**config.mk**
```make
export PLATFORM = sky130hd
export DESIGN_NAME = seq_pattern_tx
export DESIGN_NICKNAME = d
export VERILOG_FILES = /design/src/rtl/seq_pattern_tx.sv
export SDC_FILE = /design/constraint.sdc
export NUM_CORES = 1
export LEC_CHECK = 0
export ABC_AREA = 1
export CAP_MARGIN = 30
export CORE_AREA = 10 10 47 49
export DETAILED_ROUTE_END_ITERATION = 8
export DIE_AREA = 0 0 57 59
export PLACE_DENSITY = 0.54
export REMOVE_ABC_BUFFERS = 1
export SLEW_MARGIN = 20
export SYNTH_ARGS = -nofsm -noshare
export SYNTH_HDL_FRONTEND = slang
export SYNTH_SLANG_ARGS = --single-unit
```
**constraint.sdc**
```tcl
create_clock -name clk -period 2.8 [get_ports clk]
set_input_delay 0.56 -clock clk [delete_from_list [all_inputs] [get_ports clk]]
set_output_delay 0.56 -clock clk [all_outputs]
set_load 0.005 [all_outputs]
```
**src/rtl/seq_pattern_tx.sv**
```systemverilog
// rtl/seq_pattern_tx.sv - MSB-first serial word transmitter with valid/ready input and idle gap
// Optional: define SEQ_PATTERN_TX_REPEAT_EN to retransmit the last accepted word indefinitely.
module seq_pattern_tx #(
  parameter int WIDTH = 4,
  parameter int GAP   = 1
) (
  input  logic             clk,
  input  logic             reset,
  input  logic [WIDTH-1:0] data_in,
  input  logic             valid_in,
  output logic             ready_out,
  output logic             x,
  output logic             active,
  output logic             last
);

  localparam int MAXV = (WIDTH - 1 > GAP - 1) ? WIDTH - 1 : GAP - 1;
  localparam int CW   = $clog2(MAXV + 1);

  typedef enum logic [1:0] {
    ST_IDLE  = 2'd0,
    ST_SHIFT = 2'd1,
    ST_GAP   = 2'd2
  } state_t;

  state_t           r_state;
  state_t           w_state_nxt;
  logic [WIDTH-1:0] r_sh;
  logic [WIDTH-1:0] w_sh_nxt;
  logic [CW-1:0]    r_cnt;
  logic [CW-1:0]    w_cnt_nxt;
  logic             r_x;
  logic             r_active;
  logic             r_last;
  logic             w_accept;

  // With no gap, the final bit cycle doubles as the acceptance slot so words stream seamlessly.
  assign ready_out = (r_state == ST_IDLE) ||
                     ((GAP == 0) && (r_state == ST_SHIFT) && (r_cnt == '0));
  assign w_accept  = valid_in && ready_out;

  assign x      = r_x;
  assign active = r_active;
  assign last   = r_last;

`ifdef SEQ_PATTERN_TX_REPEAT_EN
  logic [WIDTH-1:0] r_word;

  always_ff @(posedge clk or negedge reset) begin
    if (!reset) begin
      r_word <= '0;
    end else if (w_accept) begin
      r_word <= data_in;
    end
  end
`endif

  always_comb begin
    w_state_nxt = r_state;
    w_sh_nxt    = r_sh;
    w_cnt_nxt   = r_cnt;
    unique case (r_state)
      ST_IDLE: begin
        if (w_accept) begin
          w_state_nxt = ST_SHIFT;
          w_sh_nxt    = data_in;
          w_cnt_nxt   = CW'(WIDTH - 1);
        end
      end
      ST_SHIFT: begin
        if (r_cnt != '0) begin
          w_sh_nxt  = {r_sh[WIDTH-2:0], 1'b0};
          w_cnt_nxt = r_cnt - CW'(1);
        end else if (GAP > 0) begin
          w_state_nxt = ST_GAP;
          w_sh_nxt    = '0;
          w_cnt_nxt   = CW'(GAP - 1);
        end else if (w_accept) begin
          w_sh_nxt  = data_in;
          w_cnt_nxt = CW'(WIDTH - 1);
        end else begin
`ifdef SEQ_PATTERN_TX_REPEAT_EN
          w_sh_nxt  = r_word;
          w_cnt_nxt = CW'(WIDTH - 1);
`else
          w_state_nxt = ST_IDLE;
          w_sh_nxt    = '0;
`endif
        end
      end
      ST_GAP: begin
        if (r_cnt != '0) begin
          w_cnt_nxt = r_cnt - CW'(1);
        end else begin
`ifdef SEQ_PATTERN_TX_REPEAT_EN
          w_state_nxt = ST_SHIFT;
          w_sh_nxt    = r_word;
          w_cnt_nxt   = CW'(WIDTH - 1);
`else
          w_state_nxt = ST_IDLE;
`endif
        end
      end
      default: begin
        w_state_nxt = ST_IDLE;
      end
    endcase
  end

  // Outputs are registered from the next-state values so they line up with the shift register.
  always_ff @(posedge clk or negedge reset) begin
    if (!reset) begin
      r_state  <= ST_IDLE;
      r_sh     <= '0;
      r_cnt    <= '0;
      r_x      <= 1'b0;
      r_active <= 1'b0;
      r_last   <= 1'b0;
    end else begin
      r_state  <= w_state_nxt;
      r_sh     <= w_sh_nxt;
      r_cnt    <= w_cnt_nxt;
      r_x      <= (w_state_nxt == ST_SHIFT) && w_sh_nxt[WIDTH-1];
      r_active <= (w_state_nxt == ST_SHIFT);
      r_last   <= (w_state_nxt == ST_SHIFT) && (w_cnt_nxt == '0);
    end
  end

endmodule

```
### Yosys cells after proc, flatten, opt, wreduce, memory -nomap -nowiden

Cells that the tools add are included.

| storage, ports and cells | value |
|---|---|
| input bits | 7 |
| output and inout port bits | 4 |
| word-level logic and storage cells | 31 |
| bits in registers | 11 |

| operators by class | value |
|---|---|
| $add $sub $neg | 1 |
| reduce and logical (&&, ||, !) cells | 8 |
| eq/ne operators | 4 |
| multiplexer cells | 11 |

Operator list:

| kind | number |
|---|---|
| $mux W2 | 6 |
| $pmux W2 S3 | 2 |
| $mux W4 | 2 |
| $pmux W4 S2 | 1 |
| $eq A2 B1 Y1 const B | 2 |
| $logic_not A2 Y1 | 2 |
| $reduce_bool A2 Y1 | 2 |
| $logic_and A1 B1 Y1 | 3 |
| $eq A2 B2 Y1 const B | 1 |
| $ne A2 B1 Y1 const B | 1 |
| $reduce_and A2 Y1 | 1 |
| $sub A2 B1 Y2 const B | 1 |

### Logic depth before layout (Yosys ltp)

Gate-level depths: netlist (run 1).

| depth | value |
|---|---|
| depth in word-level cells | 6 |
| mapped depth | 6 |
| depth with buffers taken out | 6 |

### Worst setup path after synthesis (run 1)

No wires, ideal clock.

| path | value |
|---|---|
| path type | flip-flop to output port |
| start | register r_state[0] |
| end | output ready_out |
| arrival | 569 ps |
| buffers on the path | 0 |
| required time | 2240 ps |
| path slack | 1671 ps |
| cell stages (with the launch flop) | 2 |
| cells stage by stage | dfrtp_1 > nor2_1 |

| between the ends | value |
|---|---|
| word-level cells in the longest chain between the ends | 1 |

RTL lines:

| item | line | source |
|---|---|---|
| start: declaration | 26 | `state_t r_state;` |
| start signal: assignment | 120 | `r_state <= w_state_nxt;` |
| $logic_not A2 Y1 | 38 | `assign ready_out = (r_state == ST_IDLE) \|\|` |
| end: declaration | 11 | `output logic ready_out,` |

No other way between the ends.

### Worst setup path after layout (run 1)

Ends and elaborated chain as after synthesis.

==> results of run 1 <==
## metal layers
layer	up-vias	share of wire (%)
met5	-	0
met3	2	6.8
met2	8	47
li1	193	-
met1	154	45
met4	0	0.99
## logic make-up (layout without fill, tap and decap cells)
group,after synthesis,after routing
AND/OR/NAND/NOR,33,33
flip-flops,10,10
buffers and inverters,9,22
AO/OA/AOI/OAI,3,3
## worst max path at each step
stage	from	end	slack (ps)	cells after the start
after CTS	r_state[0]$_DFF_PN0_	ready_out	860	2
after floorplan	r_state[0]$_DFF_PN0_	ready_out	1670	1
after global routing	r_state[0]$_DFF_PN0_	ready_out	780	2
after global placement	r_state[0]$_DFF_PN0_	ready_out	1150	2
after detailed placement	r_state[0]$_DFF_PN0_	ready_out	1140	2
final	r_state[0]$_DFF_PN0_	ready_out	880	2
## synth_stat cells
cell type / number
sky130_fd_sc_hd__dfrtp_1: 10
sky130_fd_sc_hd__inv_1: 8
sky130_fd_sc_hd__inv_2: 1
sky130_fd_sc_hd__nand2_1: 21
sky130_fd_sc_hd__nand2_2: 1
sky130_fd_sc_hd__nand3_1: 4
sky130_fd_sc_hd__nand4_1: 1
sky130_fd_sc_hd__nor2_1: 2
sky130_fd_sc_hd__nor2_2: 1
sky130_fd_sc_hd__nor2_4: 1
sky130_fd_sc_hd__o21ai_0: 1
sky130_fd_sc_hd__o21ai_1: 2
sky130_fd_sc_hd__or2_1: 2
## sequential cells by signal, indices dropped and copies added, names as in the netlist
signal / count
last: 1
x: 1
r_state: 2
active: 1
r_sh: 3
r_cnt: 2
## tightest hold or removal path, delay by kind of cell, from the launching register on
| family | cells | cell delay [ps] |
|---|---|---|
| and+or+nand+nor | 2 | 110 |
| DFF | 1 | 340 |
## cell usage in the layout, fill, tap and decap left out
cell and n:
sky130_fd_sc_hd__nor2_4 1, sky130_fd_sc_hd__nor2_1 2, sky130_fd_sc_hd__clkbuf_4 3, sky130_fd_sc_hd__nand4_1 1, sky130_fd_sc_hd__nand3_1 4, sky130_fd_sc_hd__clkdlybuf4s50_1 10
sky130_fd_sc_hd__o21ai_0 1, sky130_fd_sc_hd__nor2_2 1, sky130_fd_sc_hd__inv_1 8, sky130_fd_sc_hd__nand2_1 21, sky130_fd_sc_hd__dfrtp_1 10, sky130_fd_sc_hd__inv_2 1
sky130_fd_sc_hd__or2_1 2, sky130_fd_sc_hd__nand2_2 1, sky130_fd_sc_hd__o21ai_1 2
## final cells by class
class                      count  area, sq um  share of cell area (%)
timing repair buffer          10          100                    16.9
inverter                       9         33.8                    5.72
sequential                    10          250                    42.4
clock buffer                   3         22.5                    3.81
multi-input combinational     36          164                    27.8
tap                           16         20.0                    3.39
## power by group through the flow
stage | logic, mW | clock network (mW) | registers [mW]
global route | 0.294 | 0.109 | 0.259
detailed placement | 0.258 | 0 | 0.253
floorplan | 0.157 | 0 | 0.248
finish | 0.252 | 0.0914 | 0.250
CTS | 0.259 | 0.0966 | 0.250
global placement | 0.259 | 0 | 0.251
==> impl.org, run 1 <==
** GRT
- The via count of the first global-routing pass was 341.
- For met3 alone, demand over resource in global routing was 4.72%.
- Peak-usage layer in the global routing report :: met2
- Grt ovf :: 0
- Global routing consumed, over all layers together, 5.80% of the routing resources.
- The first global-routing pass estimated 1480 microns of wire.
- Met1 layer usage reported by global route :: 6.20%
- Entering global routing, the biggest net connects 11 pins.
- Fraction of met2 tracks used by global routing :: 7.91%
- The number of antenna violations at the first check in global routing came to 0.

** Pwr
- Maximum vdd ir drop :: 0.000484 V
- Net switching is 36.0% of the power.
- Switching Power :: 214 uW
- P per Cell Area :: 1010 nW/um^2
- The clock network accounts for 15.4% of the total power.
- In this run the static leakage power is 0.309 nW.
- Internal power :: 380 uW
- The share of total power dissipated in sequential elements is 42.1%.
- Of the total power, combinational logic draws 42.5%.
- Total power after layout :: 594 uW

** Route
- For this run, design rule violations remaining after detail routing come to 0.
- In this run, the number of DRC markers left after iteration 0 of detailed routing was 3.
- The routed layout has 357 vias.
- TritonRoute pass-1 iters :: 3
- Final routed wire length divided by cell count :: 9.61 microns
- Antenna Violating Nets Remaining :: 0
- Total wire length after detailed routing :: 807 microns
- Dividing the detail-routed via count by the number of cells gives 4.25.

** Synth
- Yosys printed 0 warnings.
- Avg Synthesized Cell Area :: 8.14 sq um
- Xor and xnor fraction of the mapped netlist area :: 0%
- Cell area after synthesis :: 448 sq um
- Proportion of netlist area held by the largest area contributor :: 55.9%
- Fraction of the mapped netlist area in compound gates :: 3.35%
- Summing the areas of all fa, ha and maj instances in the mapped netlist gives 0% of the synthesized area.
- Counting every instance in the synthesized netlist gives 55.
- Share of synthesized area occupied by flip-flops and latches :: 55.9%
- Proportion of synthesized area in mux cells :: 0%
- The synthesized design contains 10 register bits.
- Combinational family with the most area after synthesis :: simple AND/OR/NAND/NOR gates
- After Yosys synthesis, and, or, nand and nor cells account for 33.2% of the synthesized area.
- In this run, distinct cell masters in the synthesized netlist total 13.
- Most area-hungry cell type in the Yosys netlist :: sky130_fd_sc_hd__dfrtp_1
- Biggest area contributors in the synthesized netlist :: sky130_fd_sc_hd__dfrtp_1 (56%), sky130_fd_sc_hd__nand2_1 (18%), sky130_fd_sc_hd__inv_1 (6.7%)

** Run
- The tool flagged a number of max-cap violations equal to 0.

** Placement
- The count of buffers added on input and output ports is 10.
- At the placement stage, the worst setup path has a slack of 1140 ps.
- Post-DP HPWL :: 662 microns
- Counting tap cells, the placed design contains a total of 81 instances.
- At the end of routability-driven placement, the weighted congestion stood at 0.754.
- Once placement finished, the instance area stood at 568 sq um.

** STA
- Number of endpoints with negative hold slack in the final report :: 0
- Share of the cycle needed by the critical path after routing :: 68.6%
- Achievable frequency :: 520 MHz
- Least-Margin Pin Slew :: 436 ps
- Across all hold checks on the routed design, the worst slack comes to 478 ps.
- Setup violations remaining at the end of the flow were counted as 0.
- Setup TNS after final layout :: 0 ps
- RSZ-0062 raised after global routing :: false
- Clock period minus worst slack :: 1920 ps
- Least setup slack across all paths after layout :: 878 ps
- Clk_skew :: 0.189 ps
- Number of max-slew violations in the final report :: 0
- Slew HR :: 70.8%

** Min path
- The min-delay analysis places its worst path in the category flop to flop.
- The startpoint identified for the worst hold timing path is r_sh[0]$_DFFE_PN0P_.
- The worst hold path passes through 2 cells.
- For hold timing, the worst endpoint is r_sh[0]$_DFFE_PN0P_.

** Clock tree
- Later-pin clock latency in the skew report :: 250 ps
- Once the clock tree was built, the resizer swapped 0 gates to a different size.
- Maximum root-to-sink buffer count :: 2
- Hold_buf cts :: 0
- Post-CTS setup repair buffer count :: 0
- CTS H-tree depth :: 1
- Clock tree from TritonCTS :: built
- Number of CTS-inserted buffers :: 3
- TritonCTS Sinks :: 10
- Root cell of the clock tree :: sky130_fd_sc_hd__clkbuf_4
- Clock edge transition at the registers on the reported setup and hold paths :: 60 ps

** Critical path
- Largest delay contributor family on the critical path :: buffers and inverters
- The worst setup path is launched from a flop.
- Startpoint of the most critical register-to-register path :: r_cnt[0]$_DFF_PN0_
- Delay of the slowest cell on the worst path :: 520 ps
- Of all nets on the critical path, the largest fanout is 6.
- Endpoint of the worst register-to-register path :: r_state[0]$_DFF_PN0_
- On the critical path, the stage with the largest delay is an instance of sky130_fd_sc_hd__clkdlybuf4s50_1.
- Crit path arrival time :: 1360 ps
- Slack of the worst reg-to-reg path :: 1790 ps
- STA classifies the critical path endpoint as a primary output.
- Traced cell by cell, the critical path runs through nor2_1, clkdlybuf4s50_1.
- Number of buffers and inverters on the critical path :: 1
- STA puts the critical path data required time at 2240 ps.
- By startpoint and endpoint, the worst setup path is classified as flop to primary output.
- Number of cells on the worst reg-to-reg path :: 3

** Final layout
- After filler insertion, the fill cell instance count of the layout stands at 159.
- Final nets :: 77
- Compared with the post-synthesis result, the final layout area differs by 31.8%.
- Final antenna diode count :: 0
- The post-route netlist has 10.3% of its cells at a drive strength greater than 1.
- Cell area after layout :: 591 sq um
- Cells fill 42.1% of the core in the end.
- Post-Layout Cell Count :: 84

** Run status
- Result of the run :: completed

** Floorplanning
- Effective utilization at floorplan :: 32.0%
- The core region is 1400 sq um.
- The die is 57 microns wide.
- 11 I/O pins were placed.
- In this run the vertical extent of the chip is 59 microns.
- The floorplan has 14 rows.
- The floorplan step defined a die boundary enclosing 3360 sq um.
No activity file was read; power rests on OpenSTA's default activity.
==> run 2, diff against run 1 <==
==> constraint.sdc (replaced) <==
create_clock -name clk -period 1.8 [get_ports clk]
set_input_delay 0.36 -clock clk [delete_from_list [all_inputs] [get_ports clk]]
set_output_delay 0.36 -clock clk [all_outputs]
set_load 0.005 [all_outputs]
==> run 2 against run 1 <==
  * Cell count unchanged
  * Total power is 56% higher
  * Sequential power up 56%
  * Register-to-register slack got worse by 1000 ps
  * Sequential cell count did not move
  * Routed wire length unchanged
  * Sequential share of layout area is 0.12 points higher
  * Critical endpoint unchanged
  * Largest cell class unchanged
==> impl.org, run 2 (synthesized netlist as in run 1, its figures left out) <==
** Run status
- Result of the run: completed (unchanged).

** Clock tree
- The clock latency reported for the late side of the worst-skew pair is 250 ps (about the same).
- The number of buffers inserted by hold repair at cts came to 0 (unchanged).
- The CTS buffer count came to 3 (unchanged).
- Maximum root-to-sink buffer count :: 2 (unchanged)
- Clock edge transition at the registers on the reported setup and hold paths :: 60 ps (about the same)
- Resized Gates After CTS :: 0 (unchanged)
- The total clock sinks was 10 (unchanged).
- CTS H-tree depth :: 1 (unchanged)
- Post-CTS setup repair buffer count :: 0 (unchanged)
- The root buffer selected by CTS was sky130_fd_sc_hd__clkbuf_4 (unchanged).
- The CTS tree is built (unchanged).

** Pwr
- The internal power summed over all cells came to 593 uW (was 380 uW).
- Maximum vdd ir drop :: 0.000752 V (was 0.000484 V)
- The sequential cell fraction of total power is 42.2% (was 42.1%).
- The logic gate share of total power is 42.4% (was 42.5%).
- The power per unit of standard cell area came to 1560 nW/um^2 (was 1010 nW/um^2).
- Portion of total power attributed to the clock network :: 15.4% (about the same)
- Switching Power :: 333 uW (was 214 uW)
- The proportion of total power due to net switching was 35.9% (was 36.0%).
- The leakage power of the design came to 0.308 nW (was 0.309 nW).

** Final layout
- Final antenna diode count :: 0 (unchanged)
- The number of nets in the final layout is 77 (unchanged).
- Biggest regs: r_sh (3), r_cnt (2), r_state (2) (unchanged).
- The number of flip-flops in the largest register came to 3 (unchanged).
- The layout cell share with drive strength beyond 1 was 11.8% (was 10.3%).
- The count of fill cells added during filler insertion was 158 (was 159).
- Most frequent standard cell in the layout excluding fill and tap cells :: sky130_fd_sc_hd__nand2_1 (unchanged)
- Commonest non-fill, non-tap cells in the layout :: sky130_fd_sc_hd__nand2_1 (21), sky130_fd_sc_hd__clkdlybuf4s50_1 (10), sky130_fd_sc_hd__dfrtp_1 (9) (was sky130_fd_sc_hd__nand2_1 (21), sky130_fd_sc_hd__dfrtp_1 (10), sky130_fd_sc_hd__clkdlybuf4s50_1 (10))
- P&R area growth vs syn :: 32.1% (was 31.8%)
- Top reg by flops :: r_sh (unchanged)

** Route
- The via count normalized by instance count was 4.25 (unchanged).
- The remaining antenna violation count after routing was 0 (unchanged).
- Number of DRC markers in iteration 0 :: 3 (unchanged)
- The number of vias after detailed routing is 357 (unchanged).
- The detailed-routing iteration count for the pre-antenna-repair pass was 3 (unchanged).
- The post-detailed-routing wire length came to 807 microns (unchanged).
- Post-route DRC :: 0 (unchanged)
- Final routed wire length divided by cell count :: 9.61 microns (unchanged)

** Critical path
- The type of element launching the critical path was a flop (unchanged).
- The critical path's largest stage delay is 520 ps (about the same).
- Worst endpoint required time :: 1440 ps (was 2240 ps)
- Peak fanout along the critical path :: 6 (unchanged)
- The launching point of the worst reg2reg path is r_cnt[0]$_DFF_PN0_ (unchanged).
- Kind of end point of the critical path :: primary output (unchanged)
- Crit path arrival time :: 1360 ps (about the same)
- The end of the worst register-to-register path is r_state[0]$_DFF_PN0_ (unchanged).
- Cells along the critical path: nor2_1, clkdlybuf4s50_1 (unchanged).
- The slowest stage cell on the critical path was sky130_fd_sc_hd__clkdlybuf4s50_1 (unchanged).
- The worst-case register-to-register setup slack is 790 ps (was 1790 ps).
- The startpoint-to-endpoint class of the critical path was flop to primary output (unchanged).
- Number of cells on the worst reg-to-reg path :: 3 (unchanged)

** STA
- Setup-failing EPs final :: 0 (unchanged)
- The worst path uses 95.3% of the clock period.
- Least-Margin Pin Slew :: 436 ps (about the same)
- Derived from the worst setup path, the maximum achievable clock frequency is 583 MHz.
- Least setup slack across all paths after layout :: 84.0 ps (was 878 ps)
- The post-route clock skew was 0.187 ps (was 0.189 ps).
- RSZ-0062 raised after global routing: false (unchanged).
- Number of max-slew violations in the final report :: 0 (unchanged)
- The worst-case headroom to the max-slew limit was 70.8% (about the same).
- Clock period minus worst slack :: 1720 ps
- Number of endpoints with negative hold slack in the final report :: 0 (unchanged)
- The setup total negative slack came to 0 ps (unchanged).

** GRT
- Vias in the first global route :: 341 (unchanged)
- The number of antenna violations at the first check in global routing was 0 (unchanged).
- Wire length of the first global-routing pass :: 1480 microns (unchanged)
- Maximum number of pins on one net before global-route repair :: 11 (unchanged)
- The total global-route track usage came to 5.80% (unchanged).
- The sum of overflow across all layers after global routing came to 0 (unchanged).

** Placement
- The number of input and output port buffers inserted was 10 (unchanged).
- The worst setup slack before clock tree synthesis is 339 ps (was 1140 ps).
- Post-DP HPWL :: 662 microns (unchanged)
- Placer's final routability congestion estimate :: 0.754 (unchanged)

** Min path
- The class of the worst hold path is primary input to async pin (was flop to flop).

** Floorplanning
- The die outline area was 3360 sq um (unchanged).
- The number of placed I/O pins is 11 (unchanged).
- Placeable core area :: 1400 sq um (unchanged)
- Effective utilization at floorplan :: 32.0% (unchanged)
- The die boundary width was 57 microns (unchanged).
- Row cnt :: 14 (unchanged)
- The vertical die dimension is 59 microns (unchanged).

** Run
- Max-cap viol count :: 0 (unchanged)
run 2: worst max path at each step:
stage | from | to | slack [ps] | cells after the start
floorplan | r_cnt[0]$_DFF_PN0_ | active$_DFF_PN0_ | 860 | 3
global placement | r_state[0]$_DFF_PN0_ | ready_out | 350 | 2
detailed placement | r_state[0]$_DFF_PN0_ | ready_out | 340 | 2
CTS | r_state[0]$_DFF_PN0_ | ready_out | 60 | 2
global route | r_state[0]$_DFF_PN0_ | ready_out | 3 | 2
finish | r_state[0]$_DFF_PN0_ | ready_out | 80 | 2
run 2: power by group through the flow:
stage               logic, mW  clock network [mW]  registers (mW)
finish                  0.393               0.142           0.391
global route            0.457               0.170           0.405
CTS                     0.403               0.150           0.389
detailed placement      0.402                   0           0.393
global placement        0.403                   0           0.391
floorplan               0.244                   0           0.387
run 2: cell type report:
class	count	area (sq um)	share of cell area, %
clock buffers	3	22.5	3.81
flip-flops and latches	10	251	42.5
well taps	16	20.0	3.38
multi-input cells	36	164	27.7
inverters	9	33.8	5.71
repair buffers	10	100	16.9
run 2: per-layer routing:
layer,wire (microns),global-route usage (%),share of wire [%]
met1,365,6.20,45
met5,0,0,0
met2,378,7.91,47
met4,8,3.02,0.99
met3,55,4.72,6.8
run 2: metrics by stage:
step / power (mW) / instances / area [sq um] / util [%] / hold slack (ps)
2_1_floorplan: 0.631 / 55 / 448 / - / 64.4
3_3_place_gp: 0.794 / 81 / 568 / 40.5 / 467
3_5_place_dp: 0.795 / 81 / 568 / 40.5 / 469
4_1_cts: 0.942 / 84 / 591 / 42.1 / 422
5_1_grt: 1.03 / 84 / 592 / 42.2 / 426
6_report: 0.926 / 84 / 592 / 42.2 / 413
run 2: worst max-delay path: cells and delay by family, from the launching register on:
family	cells	cell delay, ps
buffers and inverters	1	520
and+or+nand+nor	1	150
DFF	1	440
==> run 3, diff against run 2 <==
==> constraint.sdc (replaced) <==
create_clock -name clk -period 1.9 [get_ports clk]
set_input_delay 0.38 -clock clk [delete_from_list [all_inputs] [get_ports clk]]
set_output_delay 0.38 -clock clk [all_outputs]
set_load 0.005 [all_outputs]
==> results of run 3 <==
Same layout as run 1 (identical final DEF). Status: completed.
Among the figures that moved: setup slack after placement 1140 ps -> 419 ps; setup slack after layout 878 ps -> 158 ps; hold slack 478 ps -> 433 ps; register-to-register setup slack 1790 ps -> 890 ps; total power 0.594 mW -> 0.875 mW; worst IR drop on VDD 0.000484 V -> 0.000713 V
